`config.mk`:
```
export PLATFORM = sky130hd
export DESIGN_NAME = fpga_robots_game_uart_rx
export DESIGN_NICKNAME = d
export VERILOG_FILES = /design/src/rtl/fpga_robots_game_uart_rx_pkg.sv /design/src/rtl/fpga_robots_game_rxfifo.sv /design/src/rtl/fpga_robots_game_uart_rx.sv
export SDC_FILE = /design/constraint.sdc
export NUM_CORES = 1
export LEC_CHECK = 0
export CAP_MARGIN = 20
export CORE_MARGIN = 2
export CORE_UTILIZATION = 38
export CTS_CLUSTER_SIZE = 16
export DETAILED_ROUTE_END_ITERATION = 12
export PLACE_DENSITY_LB_ADDON = 0.05
export SLEW_MARGIN = 15
export SYNTH_ARGS = -nofsm -noshare
export SYNTH_HDL_FRONTEND = slang
export SYNTH_SLANG_ARGS = --single-unit
```
`constraint.sdc`:
```
create_clock -name clk -period 2 [get_ports clk]
set_clock_uncertainty 0.1 [all_clocks]
set_input_delay 0.5 -clock clk [delete_from_list [all_inputs] [get_ports clk]]
set_output_delay 0.5 -clock clk [all_outputs]
set_load 0.1 [all_outputs]
```
`src/rtl/fpga_robots_game_uart_rx_pkg.sv`:
```
// Shared constants and state encoding for the robots-game UART receiver.
package fpga_robots_game_uart_rx_pkg;

   typedef enum logic [2:0] {
      ST_IDLE,
      ST_START,
      ST_DATA,
      ST_STOP,
      ST_WAIT_IDLE
   } rx_state_e;

   localparam int unsigned OVERSAMPLE = 8;
   localparam int unsigned MID_TICK   = 4;

   localparam logic [2:0] TICK_LAST = 3'(OVERSAMPLE - 1);
   localparam logic [2:0] TICK_MID  = 3'(MID_TICK - 1);

endpackage

```
`src/rtl/fpga_robots_game_rxfifo.sv`:
```
// First-word-fall-through byte FIFO; a push into a full FIFO is accepted only
// when a pop happens in the same clock.
module fpga_robots_game_rxfifo #(
   parameter int unsigned FIFO_AW = 2
) (
   input  logic       clk,
   input  logic       rst_n,
   input  logic       push,
   input  logic [7:0] din,
   input  logic       pop,
   output logic [7:0] dout,
   output logic       empty,
   output logic       full
);

   localparam int unsigned DEPTH = 2 ** FIFO_AW;

   logic [7:0]       mem_q [DEPTH];
   logic [FIFO_AW:0] wptr_q, wptr_d;
   logic [FIFO_AW:0] rptr_q, rptr_d;
   logic             do_push, do_pop;

   // Extra MSB on each pointer separates full (MSBs differ) from empty.
   assign empty = (wptr_q == rptr_q);
   assign full  = (wptr_q[FIFO_AW] != rptr_q[FIFO_AW]) &&
                  (wptr_q[FIFO_AW-1:0] == rptr_q[FIFO_AW-1:0]);

   assign do_pop  = pop && !empty;
   assign do_push = push && (!full || do_pop);
   assign dout    = mem_q[rptr_q[FIFO_AW-1:0]];

   always_comb begin
      wptr_d = wptr_q;
      rptr_d = rptr_q;
      if (do_push) wptr_d = wptr_q + 1'b1;
      if (do_pop)  rptr_d = rptr_q + 1'b1;
   end

   always_ff @(posedge clk or negedge rst_n) begin
      if (!rst_n) begin
         wptr_q <= '0;
         rptr_q <= '0;
         for (int unsigned i = 0; i < DEPTH; i++) mem_q[i] <= '0;
      end else begin
         wptr_q <= wptr_d;
         rptr_q <= rptr_d;
         if (do_push) mem_q[wptr_q[FIFO_AW-1:0]] <= din;
      end
   end

endmodule

```
`src/rtl/fpga_robots_game_uart_rx.sv`:
```
// 8N1 UART receiver oversampling at 8x baud, feeding a small FWFT FIFO with
// sticky framing-error and overrun flags.
module fpga_robots_game_uart_rx
   import fpga_robots_game_uart_rx_pkg::*;
#(
   parameter int unsigned FIFO_AW = 2
) (
   input  logic       clk,
   input  logic       rst_n,
   input  logic       baud8,
   input  logic       serial_rx,
   output logic [7:0] rx_data,
   output logic       rx_valid,
   input  logic       rx_ready,
   output logic       framing_err,
   output logic       overrun,
   input  logic       clr_err
);

   rx_state_e  state_q, state_d;
   logic [2:0] tick_q, tick_d;
   logic [2:0] bit_q, bit_d;
   logic [7:0] shift_q, shift_d;
   logic       sync1_q, sync2_q;
   logic       ferr_q, ferr_d;
   logic       ovr_q, ovr_d;
   logic       line;
   logic       push, ferr_set, pop, fifo_empty, fifo_full;

   assign line = sync2_q;

   always_ff @(posedge clk or negedge rst_n) begin
      if (!rst_n) begin
         sync1_q <= 1'b1;
         sync2_q <= 1'b1;
         state_q <= ST_IDLE;
         tick_q  <= '0;
         bit_q   <= '0;
         shift_q <= '0;
         ferr_q  <= 1'b0;
         ovr_q   <= 1'b0;
      end else begin
         sync1_q <= serial_rx;
         sync2_q <= sync1_q;
         state_q <= state_d;
         tick_q  <= tick_d;
         bit_q   <= bit_d;
         shift_q <= shift_d;
         ferr_q  <= ferr_d;
         ovr_q   <= ovr_d;
      end
   end

   always_comb begin
      state_d  = state_q;
      tick_d   = tick_q;
      bit_d    = bit_q;
      shift_d  = shift_q;
      push     = 1'b0;
      ferr_set = 1'b0;
      if (baud8) begin
         unique case (state_q)
            ST_IDLE: begin
               if (!line) begin
                  state_d = ST_START;
                  tick_d  = '0;
               end
            end
            ST_START: begin
               if (tick_q == TICK_MID) begin
                  if (!line) begin
                     state_d = ST_DATA;
                     tick_d  = '0;
                     bit_d   = '0;
                  end else begin
                     state_d = ST_IDLE;
                  end
               end else begin
                  tick_d = tick_q + 3'd1;
               end
            end
            ST_DATA: begin
               if (tick_q == TICK_LAST) begin
                  tick_d  = '0;
                  shift_d = {line, shift_q[7:1]};
                  if (bit_q == 3'd7) state_d = ST_STOP;
                  else               bit_d   = bit_q + 3'd1;
               end else begin
                  tick_d = tick_q + 3'd1;
               end
            end
            ST_STOP: begin
               if (tick_q == TICK_LAST) begin
                  if (line) begin
                     push    = 1'b1;
                     state_d = ST_IDLE;
                  end else begin
                     ferr_set = 1'b1;
                     state_d  = ST_WAIT_IDLE;
                  end
               end else begin
                  tick_d = tick_q + 3'd1;
               end
            end
            ST_WAIT_IDLE: begin
               if (line) state_d = ST_IDLE;
            end
            default: state_d = ST_IDLE;
         endcase
      end
   end

   assign pop = rx_valid && rx_ready;

   // Error set is evaluated after clear so a coincident event wins.
   always_comb begin
      ferr_d = ferr_q;
      ovr_d  = ovr_q;
      if (clr_err) begin
         ferr_d = 1'b0;
         ovr_d  = 1'b0;
      end
      if (ferr_set)                  ferr_d = 1'b1;
      if (push && fifo_full && !pop) ovr_d  = 1'b1;
   end

   fpga_robots_game_rxfifo #(
      .FIFO_AW (FIFO_AW)
   ) u_fifo (
      .clk   (clk),
      .rst_n (rst_n),
      .push  (push),
      .din   (shift_q),
      .pop   (pop),
      .dout  (rx_data),
      .empty (fifo_empty),
      .full  (fifo_full)
   );

   assign rx_valid    = !fifo_empty;
   assign framing_err = ferr_q;
   assign overrun     = ovr_q;

endmodule
```
==> results.toml <==
[logic_synthesis]
synth_fp_nets = 215
yosys.area_share.simple_pct = 8.55
synthFlopType = "dfrtp_1"
yosys_warnings = 0
synth_top_family_by_area = "multiplexers"
yosysSeqAreaShare_pct = 51.8
synth.cell_area_um2 = 2850
muxShareOfSynthArea_pct = 25.4
synthXorXnorAreaFrac_pct = 1.84
synth_fa_ha_area_share_pct = 4.82
avgSynthCellArea_um2 = 14.4
ys_types = 41
yosysTopAreaCell = "dfrtp_1"
netlist.area_leader.share_pct = 50.0
synthCells = 198
synth-compound-area-share_pct = 4.65
synth.area.top_cells = "dfrtp_1 50%, mux2_2 16%, mux4_1 7.4%"
synth_edf_count = 0
async_flop_share_pct = 100
synth_seq_cells = 59

[worst_setup_path]
critPathTopFamily = "multiplexers"
ff2ff_path_depth = 5
cpMostUsedCell = "buf_12"
critPathBufInv = 2
rrSetupSlack_ps = -130
path_cells = "buf_12 -> mux4_2 -> buf_12"
cp-start-kind = "flip-flop"
slowest_stage = "mux4_2"
worstPathRequired_ps = 1400
endpoint_kind = "primary output"
cpPeakStageDelay_ps = 540
cp.arrival_ps = 1630
rr_endpoint = "u_fifo.mem_q[29]"
worst-path-max-fanout = 7
critical_path_class = "flip-flop to primary output"
rr_startpoint = "u_fifo.rptr_q[0]"

[sta]
max_slew_margin_pct = 67.7
slew_violations = 0
max_freq_mhz = 449
fin_crit_sh_pct = 111
layout_min_cycle_time_ps = 2230
tns_ps = -4970
setup_viol = 43
grt_setup_unrepaired = "yes"
hold_viol = 0
setup_ws_ps = -226
tightest_slew_ps = 485

[pwr]
seqPwrFrac_pct = 36.0
vdd_drop_max_uv = 464
p_leak_nw = 1.83
power_density_nw_per_um2 = 1100
finalPower_w = 0.00418
clkPwrFrac_pct = 29.5
p_comb_share_pct = 34.5
p_sw_w = 0.00137
p_sw_share_pct = 32.7
p_int_w = 0.00281

[route]
drc = 0
first_pass_iters = 4
wl_per_cell_um = 17.0
drt_iter0_drc = 111
num_vias = 1765
drt-vias-per-instance = 5.07
ant_nets = 0
drt_wl_total_um = 5920

[cts]
cts_root_buffer = "clkbuf_8"
insertion_delay_ps = 330
cts_tree = "built"
clk_pin_slew_ps = 70
cts.path.max_buffers = 2
htree_levels = 3
cts_buffers = 9
clock-sinks = 59

[die]
floorplan.initialDensity_pct = 39.3
dieArea_um2 = 8220
die_h_um = 90.7
coreArea_um2 = 7250
rows = 31
fp.dieW_um = 90.7
pin_count = 17

[placed_design]
gp_congestion = 0.842
dpl-instance-area_um2 = 3410
port_buffers = 16
dp_hpwl_um = 3800

[finish]
multi_input_area_um2 = 1430
fin_nets = 261
drive_gt1_share_pct = 48.2
num-fill-cells = 631
seqCellArea_um2 = 1480
final_util_pct = 52.5
final_area_um2 = 3810
antennaDiodeCount = 0
area_growth_syn_to_layout_pct = 33.5

[min_path]
hp-class = "input pin to asynchronous set/reset pin"

[global_routing]
overflow = 0
track_usage_pct = 15.9
grt_max_degree = 24
grt_pass1_vias = 1861
grt_pass1_wl_um = 9960
antenna_found_initial = 0

[run_status]
violations = "negative setup slack"
status = "complete, but fails checks"

[run]
drv_cap = 0
## logic make-up (layout without fill, tap and decap cells)
| group | after synthesis | count (layout) |
|---|---|---|
| xor gates and xnor gates | 6 | 6 |
| adders and majority gates | 11 | 11 |
| AOI/OAI and AO/OA | 18 | 18 |
| and+or+nand+nor | 34 | 35 |
| DFF | 59 | 59 |
| buffers and inverters | 16 | 66 |
| muxes | 54 | 54 |
## cells in the mapped netlist (3+ instances only)
cell type and n:
nand2_1 10, nand3_4 4, ha_1 11, mux2i_1 3, nor2_1 3, mux4_1 8, o22ai_1 4, buf_6 3
inv_1 10, mux2_2 41, dfrtp_1 57, xnor2_1 4
## power groups by stage
stage | combinational (W) | clock [W] | sequential (W)
global route | 0.00159 | 0.00131 | 0.00153
detailed placement | 0.00127 | 0 | 0.00151
finish | 0.00144 | 0.00123 | 0.00150
global placement | 0.00124 | 0 | 0.00150
floorplan | 0.000878 | 0 | 0.00147
CTS | 0.00143 | 0.00126 | 0.00149
## worst max path at each step
stage,from,end,cells after the start
global placement,rx_ready,u_fifo.mem_q[2],4
finish,u_fifo.rptr_q[0],rx_data[6],3
detailed placement,rx_ready,u_fifo.mem_q[6],4
global route,u_fifo.rptr_q[0],rx_data[7],3
floorplan,u_fifo.rptr_q[0],rx_data[0],2
CTS,u_fifo.rptr_q[0],rx_data[6],3
## per-layer routing
layer | part of all wire, % | routed length [um] | track usage, % | vias up
met2 | 46 | 2730 | 23.1 | 35
met3 | 4.2 | 246 | 4.26 | 7
met5 | 0 | 0 | 0 | -
met4 | 1.2 | 70 | 6.15 | 0
li1 | - | - | - | 820
met1 | 49 | 2880 | 22.7 | 903
## flip-flops by register name, summed over array words and instances (netlist names)
name,flops
u_fifo.mem_q,32
shift_q,8
bit_q,3
state_q,3
tick_q,3
u_fifo.rptr_q,3
u_fifo.wptr_q,3
framing_err,1
line,1
overrun,1
sync1_q,1
## layout by cell type, fill, tap and decap left out, types with 2 or more instances in the layout
cell type / n
a32o_1: 2
nand2b_1: 2
nand3_4: 5
dfstp_2: 2
nand3_1: 2
and3_1: 2
mux2_2: 11
mux4_2: 8
o21ai_0: 2
dfrtp_1: 56
nand2_1: 9
nand4_1: 2
xnor2_1: 4
o22ai_1: 4
bufinv_16: 2
clkbuf_8: 11
nor2b_1: 2
clkdlybuf4s50_1: 4
inv_1: 10
mux2_4: 32
buf_12: 16
buf_4: 18
nor2_1: 2
ha_1: 10
mux2i_1: 3
## cell type report
class,count,share of cell area [%]
Timing Repair Buffer,40,13.4
Multi-Input combinational cell,124,37.5
Clock inverter,4,1.91
Inverter,10,0.986
Sequential cell,59,38.9
Tap cell,99,3.25
Clock buffer,12,4.07
## timing repair
item / in CTS / in global routing
pin swaps: 7 / 8
hold buffers: 0 / 0
gates cloned: 1 / 0
endpoints found under the setup margin: 38 / 44
resized for setup: 41 / 7
buffers inserted: 4 / 0
## stage by stage
step / worst slack [ps] / hold WS (ps) / cells
after floorplan: -88.0 / 104 / 198
after global placement: -391 / 247 / 327
after detailed placement: -403 / 250 / 327
after CTS: -254 / 19.1 / 348
after global routing: -284 / 33.3 / 348
final: -226 / 26.7 / 348
No activity file was read; power rests on OpenSTA's default activity.
